## src/rtl/hack_screen_scanout_pkg.sv

```systemverilog
// Shared types and screen geometry for the Hack screen scan-out reader.
package hack_screen_scanout_pkg;

    typedef enum logic [2:0] {
        ST_IDLE,
        ST_FETCH,
        ST_WAIT,
        ST_SHIFT,
        ST_HBLANK,
        ST_VBLANK
    } state_t;

    localparam logic [15:0] SCREEN_BASE  = 16'h4000;
    localparam int          SCREEN_WORDS = 8192;
    localparam int          SCREEN_W     = 512;
    localparam int          SCREEN_H     = 256;
    localparam int          PIX_PER_WORD = 16;

endpackage

```

## src/rtl/hack_screen_scanout_shifter.sv

```systemverilog
// Word-to-pixel serializer: loads one screen word and emits it LSB first,
// applying the optional polarity inversion on the way out.
module hack_pixel_shifter
    import hack_screen_scanout_pkg::*;
#(
    parameter bit INVERT = 1'b0
) (
    input  logic        clk,
    input  logic        rst_n,
    input  logic        i_load,
    input  logic [15:0] i_data,
    input  logic        i_shift,
    output logic        o_pix,
    output logic        o_empty,
    output logic        o_full,
    output logic        o_last
);

    localparam logic [4:0] LP_FULL = 5'(PIX_PER_WORD);

    logic [15:0] r_shreg;
    logic [4:0]  r_cnt;

    always_ff @(posedge clk or negedge rst_n) begin
        if (!rst_n) begin
            r_shreg <= 16'h0000;
            r_cnt   <= 5'd0;
        end else if (i_load) begin
            r_shreg <= i_data;
            r_cnt   <= LP_FULL;
        end else if (i_shift && (r_cnt != 5'd0)) begin
            r_shreg <= {1'b0, r_shreg[15:1]};
            r_cnt   <= r_cnt - 5'd1;
        end
    end

    assign o_pix   = r_shreg[0] ^ INVERT;
    assign o_empty = (r_cnt == 5'd0);
    assign o_full  = (r_cnt == LP_FULL);
    assign o_last  = (r_cnt == 5'd1);

endmodule

```

## src/rtl/hack_screen_scanout.sv

```systemverilog
// Raster scan-out of Hack screen RAM into a valid/ready pixel stream with
// line and frame blanking.
//
// state     | meaning
// ----------+-------------------------------------------------
// ST_IDLE   | waiting for enable, counters cleared
// ST_FETCH  | one-cycle read request for the current word
// ST_WAIT   | waiting for mem_rvalid, then load the shifter
// ST_SHIFT  | presenting pixels until all 16 are accepted
// ST_HBLANK | idle cycles after each scanline
// ST_VBLANK | idle cycles after the last scanline of a frame
module hack_screen_scanout
    import hack_screen_scanout_pkg::*;
#(
    parameter logic [15:0] BASE_ADDR      = SCREEN_BASE,
    parameter int          WORDS_PER_LINE = SCREEN_W / PIX_PER_WORD,
    parameter int          LINES          = SCREEN_H,
    parameter int          HBLANK         = 4,
    parameter int          VBLANK         = 16,
    parameter bit          INVERT         = 1'b0
) (
    input  logic        clk,
    input  logic        rst_n,
    input  logic        i_enable,
    output logic        o_mem_req,
    output logic [15:0] o_mem_addr,
    input  logic [15:0] i_mem_rdata,
    input  logic        i_mem_rvalid,
    output logic        o_pix_valid,
    output logic        o_pix_data,
    input  logic        i_pix_ready,
    output logic        o_line_start,
    output logic        o_frame_start
);

    localparam logic [15:0] LP_WPL       = 16'(WORDS_PER_LINE);
    localparam logic [15:0] LP_WORD_LAST = 16'(WORDS_PER_LINE - 1);
    localparam logic [15:0] LP_LINE_LAST = 16'(LINES - 1);
    localparam logic [15:0] LP_HB_LOAD   = 16'(HBLANK - 1);
    localparam logic [15:0] LP_VB_LOAD   = 16'(VBLANK - 1);

    state_t      r_state;
    state_t      w_next;
    logic [15:0] r_word;
    logic [15:0] r_line;
    logic [15:0] r_tmr;

    logic        w_pix;
    logic        w_empty;
    logic        w_full;
    logic        w_last;
    logic        w_load;
    logic        w_pix_valid;
    logic        w_accept;
    logic        w_word_done;
    logic        w_tmr_done;
    logic [15:0] w_addr;

    assign w_load      = (r_state == ST_WAIT) & i_mem_rvalid;
    assign w_pix_valid = (r_state == ST_SHIFT) & ~w_empty;
    assign w_accept    = w_pix_valid & i_pix_ready;
    assign w_word_done = w_accept & w_last;
    assign w_tmr_done  = (r_tmr == 16'd0);
    assign w_addr      = BASE_ADDR + (r_line * LP_WPL) + r_word;

    hack_pixel_shifter #(
        .INVERT (INVERT)
    ) u_shifter (
        .clk     (clk),
        .rst_n   (rst_n),
        .i_load  (w_load),
        .i_data  (i_mem_rdata),
        .i_shift (w_accept),
        .o_pix   (w_pix),
        .o_empty (w_empty),
        .o_full  (w_full),
        .o_last  (w_last)
    );

    always_ff @(posedge clk or negedge rst_n) begin
        if (!rst_n) begin
            r_state <= ST_IDLE;
        end else begin
            r_state <= w_next;
        end
    end

    always_comb begin
        w_next = r_state;
        case (r_state)
            ST_IDLE:   if (i_enable) w_next = ST_FETCH;
            ST_FETCH:  w_next = ST_WAIT;
            ST_WAIT:   if (i_mem_rvalid) w_next = ST_SHIFT;
            ST_SHIFT:  if (w_word_done) w_next = (r_word == LP_WORD_LAST) ? ST_HBLANK : ST_FETCH;
            ST_HBLANK: if (w_tmr_done) w_next = (r_line == LP_LINE_LAST) ? ST_VBLANK : ST_FETCH;
            ST_VBLANK: if (w_tmr_done) w_next = i_enable ? ST_FETCH : ST_IDLE;
            default:   w_next = ST_IDLE;
        endcase
    end

    // Word/line position and the blanking down-counter (terminal count at 0).
    always_ff @(posedge clk or negedge rst_n) begin
        if (!rst_n) begin
            r_word <= 16'd0;
            r_line <= 16'd0;
            r_tmr  <= 16'd0;
        end else begin
            case (r_state)
                ST_IDLE: begin
                    if (i_enable) begin
                        r_word <= 16'd0;
                        r_line <= 16'd0;
                    end
                end
                ST_SHIFT: begin
                    if (w_word_done) begin
                        if (r_word != LP_WORD_LAST) r_word <= r_word + 16'd1;
                        else                        r_tmr  <= LP_HB_LOAD;
                    end
                end
                ST_HBLANK: begin
                    if (!w_tmr_done) begin
                        r_tmr <= r_tmr - 16'd1;
                    end else if (r_line != LP_LINE_LAST) begin
                        r_line <= r_line + 16'd1;
                        r_word <= 16'd0;
                    end else begin
                        r_tmr <= LP_VB_LOAD;
                    end
                end
                ST_VBLANK: begin
                    if (!w_tmr_done) begin
                        r_tmr <= r_tmr - 16'd1;
                    end else begin
                        r_line <= 16'd0;
                        r_word <= 16'd0;
                    end
                end
                default: ;
            endcase
        end
    end

    always_comb begin
        o_mem_req     = 1'b0;
        o_mem_addr    = 16'h0000;
        o_pix_valid   = w_pix_valid;
        o_pix_data    = w_pix_valid & w_pix;
        o_line_start  = w_pix_valid & w_full & (r_word == 16'd0);
        o_frame_start = w_pix_valid & w_full & (r_word == 16'd0) & (r_line == 16'd0);
        if (r_state == ST_FETCH) begin
            o_mem_req  = 1'b1;
            o_mem_addr = w_addr;
        end
    end

endmodule

```

## config.mk

```make
export PLATFORM = sky130hd
export DESIGN_NAME = hack_screen_scanout
export DESIGN_NICKNAME = d
export VERILOG_FILES = /design/src/rtl/hack_screen_scanout_pkg.sv /design/src/rtl/hack_screen_scanout_shifter.sv /design/src/rtl/hack_screen_scanout.sv
export SDC_FILE = /design/constraint.sdc
export NUM_CORES = 1
export LEC_CHECK = 0
export BUFFER_PORTS_ARGS = -buffer_cell sky130_fd_sc_hd__buf_4
export CORE_UTILIZATION = 55
export CTS_CLUSTER_SIZE = 25
export DETAILED_ROUTE_END_ITERATION = 12
export GPL_ROUTABILITY_DRIVEN = 1
export HOLD_SLACK_MARGIN = 0.08
export PLACE_DENSITY = 0.8
export SYNTH_ARGS = -nofsm -noshare
export SYNTH_HDL_FRONTEND = slang
export SYNTH_SLANG_ARGS = --single-unit
```

## constraint.sdc

```tcl
create_clock -name clk -period 2.62 [get_ports clk]
set_clock_uncertainty 0.05 [all_clocks]
set_input_delay 0.131 -clock clk [delete_from_list [all_inputs] [get_ports clk]]
set_output_delay 0.131 -clock clk [all_outputs]
set_load 0.02 [all_outputs]
```

==> impl_metrics.env <==
export IMPL_crit_path_end_kind="output pin"
export IMPL_pwr_share_seq=0.439
export IMPL_final_nets=670
export IMPL_internal_power_mw=2.18
export IMPL_rr_worst_depth=8
export IMPL_ant_nets=0
export IMPL_die_width_um=94.6
export IMPL_fmax_ghz=0.357
export IMPL_startpoint_type="flop"
export IMPL_drt_iter0_drc=239
export IMPL_grt_pass1_wl_mm=19.8
export IMPL_path_buf_inv=2
export IMPL_path_max_fanout=2
export IMPL_cap_violations=0
export IMPL_synth_area_um2=4710
export IMPL_drv_slew=0
export IMPL_yosysUniqueCellTypes=59
export IMPL_antenna_found_initial=0
export IMPL_critPathTopFamily="adder cells"
export IMPL_fillers=529
export IMPL_cts_buffers=9
export IMPL_crit_end="o_mem_addr[14]"
export IMPL_combPwrFrac=0.209
export IMPL_post_route_period_util=1.07
export IMPL_wl_per_cell_um=17.3
export IMPL_r2r_start="r_word[6]"
export IMPL_p_leak_nw=2.81
export IMPL_switching_share=0.291
export IMPL_cellPowerDensity_nw_per_um2=491
export IMPL_grtUsageTotal=0.290
export IMPL_status="finished with violations"
export IMPL_n_antenna_cell=0
export IMPL_syn_avg_cell_area_um2=9.03
export IMPL_finish_instance_area_um2=6280
export IMPL_die_area_um2=8940
export IMPL_worstSetupPathType="reg2out"
export IMPL_wl_mm=12.7
export IMPL_ir_drop_v=0.000752
export IMPL_synth_edf_count=0
export IMPL_cts_htree_levels=3
export IMPL_cts_buffer_depth=2
export IMPL_grt_max_degree=73
export IMPL_firstDrtPassIters=5
export IMPL_power_frac_clock=0.352
export IMPL_place_gp_congestion=0.866
export IMPL_worst_pin_slew_ns=0.895
export IMPL_route_detailed_drc=0
export IMPL_grt_pass1_vias=4222
export IMPL_hold_viol=0
export IMPL_syn_inst=522
export IMPL_ys_warn_count=0
export IMPL_rrSetupSlack_ns=0.10
export IMPL_worstPathRequired_ns=2.44
export IMPL_path_common_cell="ha_4"
export IMPL_area_growth_pct=33.2
export IMPL_rsz0062_at_grt="true"
export IMPL_ys_ff_latch=72
export IMPL_setup_viol=6
export IMPL_worst_path_max_delay_cell="dfrtp_1"
export IMPL_io_buffer_count=41
export IMPL_pre_cts_ws_ns=0.0408
export IMPL_relSlewSlack=0.404
export IMPL_via_count=4347
export IMPL_slowest_delay_ns=0.43
export IMPL_synth_nets=572
export IMPL_seq_area_frac_synth=0.382
export IMPL_coreArea_um2=8260
export IMPL_path_clk_slew_ns=0.08
export IMPL_crit_path_cell_trace="ha_4, ha_4, inv_2, fa_2, nor2b_2, o21ai_1, nand2b_1, a311oi_2, nor3_1, nor3_2, buf_4"
export IMPL_tritoncts="yes"
export IMPL_cts_root_buffer="clkbuf_8"
export IMPL_rr_endpoint="r_tmr[9]"
export IMPL_async_reset_ff_frac=1.00
export IMPL_min_period_ns=2.80
export IMPL_crit_start="r_line[1]"
export IMPL_cp_arrival_ns=2.62
export IMPL_violations="setup timing"
export IMPL_vias_per_cell=5.95
export IMPL_final_setup_worst_slack_ns=-0.182
export IMPL_pin_count=42
export IMPL_clock_latency_ns=0.36
export IMPL_cp_depth=11
export IMPL_hpwl_mm=7.80
export IMPL_overflow=0
export IMPL_holdCritPathClass="in2reg"
export IMPL_layout_drive_gt1_share=0.280
export IMPL_power_switching_mw=0.896
export IMPL_initial_utilization=0.571
export IMPL_die_height_um=94.6
export IMPL_yosys_most_used_dff="dfrtp_1"
export IMPL_clock_sinks=72
export IMPL_place_area_um2=5240
export IMPL_rows=33
==> registers in the layout (all words and copies together), names as in the netlist <==
register / count
r_line: 16
r_state: 3
r_tmr: 16
r_word: 16
u_shifter.r_cnt: 5
u_shifter.r_shreg: 16
==> cells in the mapped netlist, types with 2 or more instances <==
cell type / n / area [um2]
xor2_1: 17 / 149
nand2_1: 36 / 135
and2_1: 9 / 56.3
a22oi_1: 2 / 15.0
nand3b_1: 4 / 30.0
o31ai_1: 7 / 52.6
o21ai_0: 25 / 125
mux2i_1: 18 / 180
nand4_1: 15 / 93.8
nor2_1: 60 / 225
or4_4: 2 / 22.5
or3_1: 5 / 31.3
nor2b_1: 5 / 31.3
o21a_1: 3 / 22.5
nor3b_1: 3 / 22.5
inv_1: 25 / 93.8
nor3_1: 12 / 60.1
nor4b_1: 3 / 26.3
nand3_1: 18 / 90.1
a311oi_1: 2 / 17.5
and3_1: 6 / 37.5
o41ai_1: 3 / 26.3
a211oi_1: 3 / 22.5
clkbuf_1: 14 / 52.6
ha_1: 28 / 350
buf_2: 6 / 30.0
xnor2_1: 22 / 193
dfrtp_1: 72 / 1800
and4_1: 7 / 61.3
or4_1: 7 / 52.6
nor4_1: 23 / 144
nand2b_1: 9 / 56.3
a31oi_1: 2 / 12.5
or2_2: 4 / 25.0
mux2_2: 3 / 33.8
nor4bb_1: 2 / 20.0
o21bai_1: 2 / 15.0
a21oi_1: 16 / 80.1
and3b_1: 2 / 17.5
==> worst min-delay path: stages <==
cell and delay, ns:
buf_4 0.10, o21ai_0 0.07, a22oi_1 0.13
==> through the flow <==
stage / power (mW) / util / std cells / setup TNS, ns / hold WS, ns
2_1_floorplan: 1.71 / - / 522 / 0 / -0.215
3_3_place_gp: 1.88 / 0.635 / 666 / 0 / 0.262
3_5_place_dp: 1.90 / 0.635 / 666 / 0 / 0.268
4_1_cts: 3.03 / 0.727 / 719 / -0.418 / 0.0902
5_1_grt: 3.22 / 0.760 / 730 / -1.34 / 0.119
6_report: 3.08 / 0.760 / 730 / -0.681 / 0.0842
==> power by group through the flow <==
stage / clock network, mW / registers [mW] / logic [mW]
finish: 1.08 / 1.35 / 0.643
global placement: 0 / 1.35 / 0.524
CTS: 1.10 / 1.34 / 0.591
floorplan: 0 / 1.33 / 0.377
global route: 1.14 / 1.36 / 0.713
detailed placement: 0 / 1.36 / 0.544
==> cells by family (layout without fill, tap and decap cells) <==
| kind of cell | after synthesis | after routing | synth area share |
|---|---|---|---|
| flip-flops | 72 | 72 | 0.382 |
| XOR/XNOR | 39 | 39 | 0.0725 |
| adder cells (fa/ha/maj) | 29 | 29 | 0.0786 |
| multiplexers | 21 | 21 | 0.0454 |
| AO/OA/AOI/OAI | 80 | 80 | 0.113 |
| buffers and inverters | 46 | 149 | 0.0382 |
| AND/OR/NAND/NOR | 235 | 235 | 0.270 |
==> what timing repair did <==
action	in CTS	in global routing
buffers inserted	20	11
hold buffers	17	0
endpoints found under the hold margin	88	0
pin swaps	12	14
endpoints found under the setup margin	7	29
resized for setup	34	31
==> cell usage in the layout (no fill, tap or decap), types with 4 or more instances in the layout <==
| master | netlist | layout |
|---|---|---|
| buf_4 | 0 | 89 |
| dfrtp_1 | 72 | 65 |
| nor2_1 | 60 | 59 |
| nand2_1 | 36 | 36 |
| o21ai_0 | 25 | 22 |
| inv_1 | 25 | 21 |
| xnor2_1 | 22 | 21 |
| nand3_1 | 18 | 18 |
| mux2i_1 | 18 | 18 |
| xor2_1 | 17 | 17 |
| nor4_1 | 23 | 17 |
| dlygate4sd3_1 | 0 | 17 |
| a21oi_1 | 16 | 16 |
| ha_4 | 0 | 16 |
| nand4_1 | 15 | 15 |
| nor3_1 | 12 | 10 |
| ha_1 | 28 | 10 |
| nand2b_1 | 9 | 9 |
| and2_1 | 9 | 9 |
| clkbuf_8 | 0 | 9 |
| and4_1 | 7 | 7 |
| or4_1 | 7 | 7 |
| o31ai_1 | 7 | 7 |
| dfrtp_2 | 0 | 7 |
| and3_1 | 6 | 6 |
| or3_1 | 5 | 5 |
| nor4_2 | 0 | 5 |
| inv_2 | 0 | 4 |
| nand3b_1 | 4 | 4 |
==> how the worst min path moves through the flow <==
stage	start	endpoint	cells after the start
global route	i_mem_rvalid	r_state[0]	3
detailed placement	rst_n	r_tmr[9]	1
global placement	rst_n	r_tmr[9]	1
finish	i_mem_rvalid	r_state[0]	3
floorplan	rst_n	r_line[0]	0
CTS	i_mem_rvalid	r_state[0]	3
==> cell type report <==
class	count	area [um2]	area share
Multi-Input combinational cell	404	3130	0.498
Sequential cell	72	1810	0.288
Timing Repair Buffer	108	870	0.139
Tap cell	105	131	0.0209
Clock buffer	10	128	0.0203
Clock inverter	6	115	0.0183
Inverter	25	93.8	0.0150
==> layer usage <==
metal  routed length, um  GRT usage  vias up
met2                6740      0.524      126
met5                   0          0        -
met3                 496     0.0451       48
met1                4960      0.335     2103
met4                 461      0.136        0
li1                    -          -     2070
Note: power is estimated with default switching activity, not from simulation.
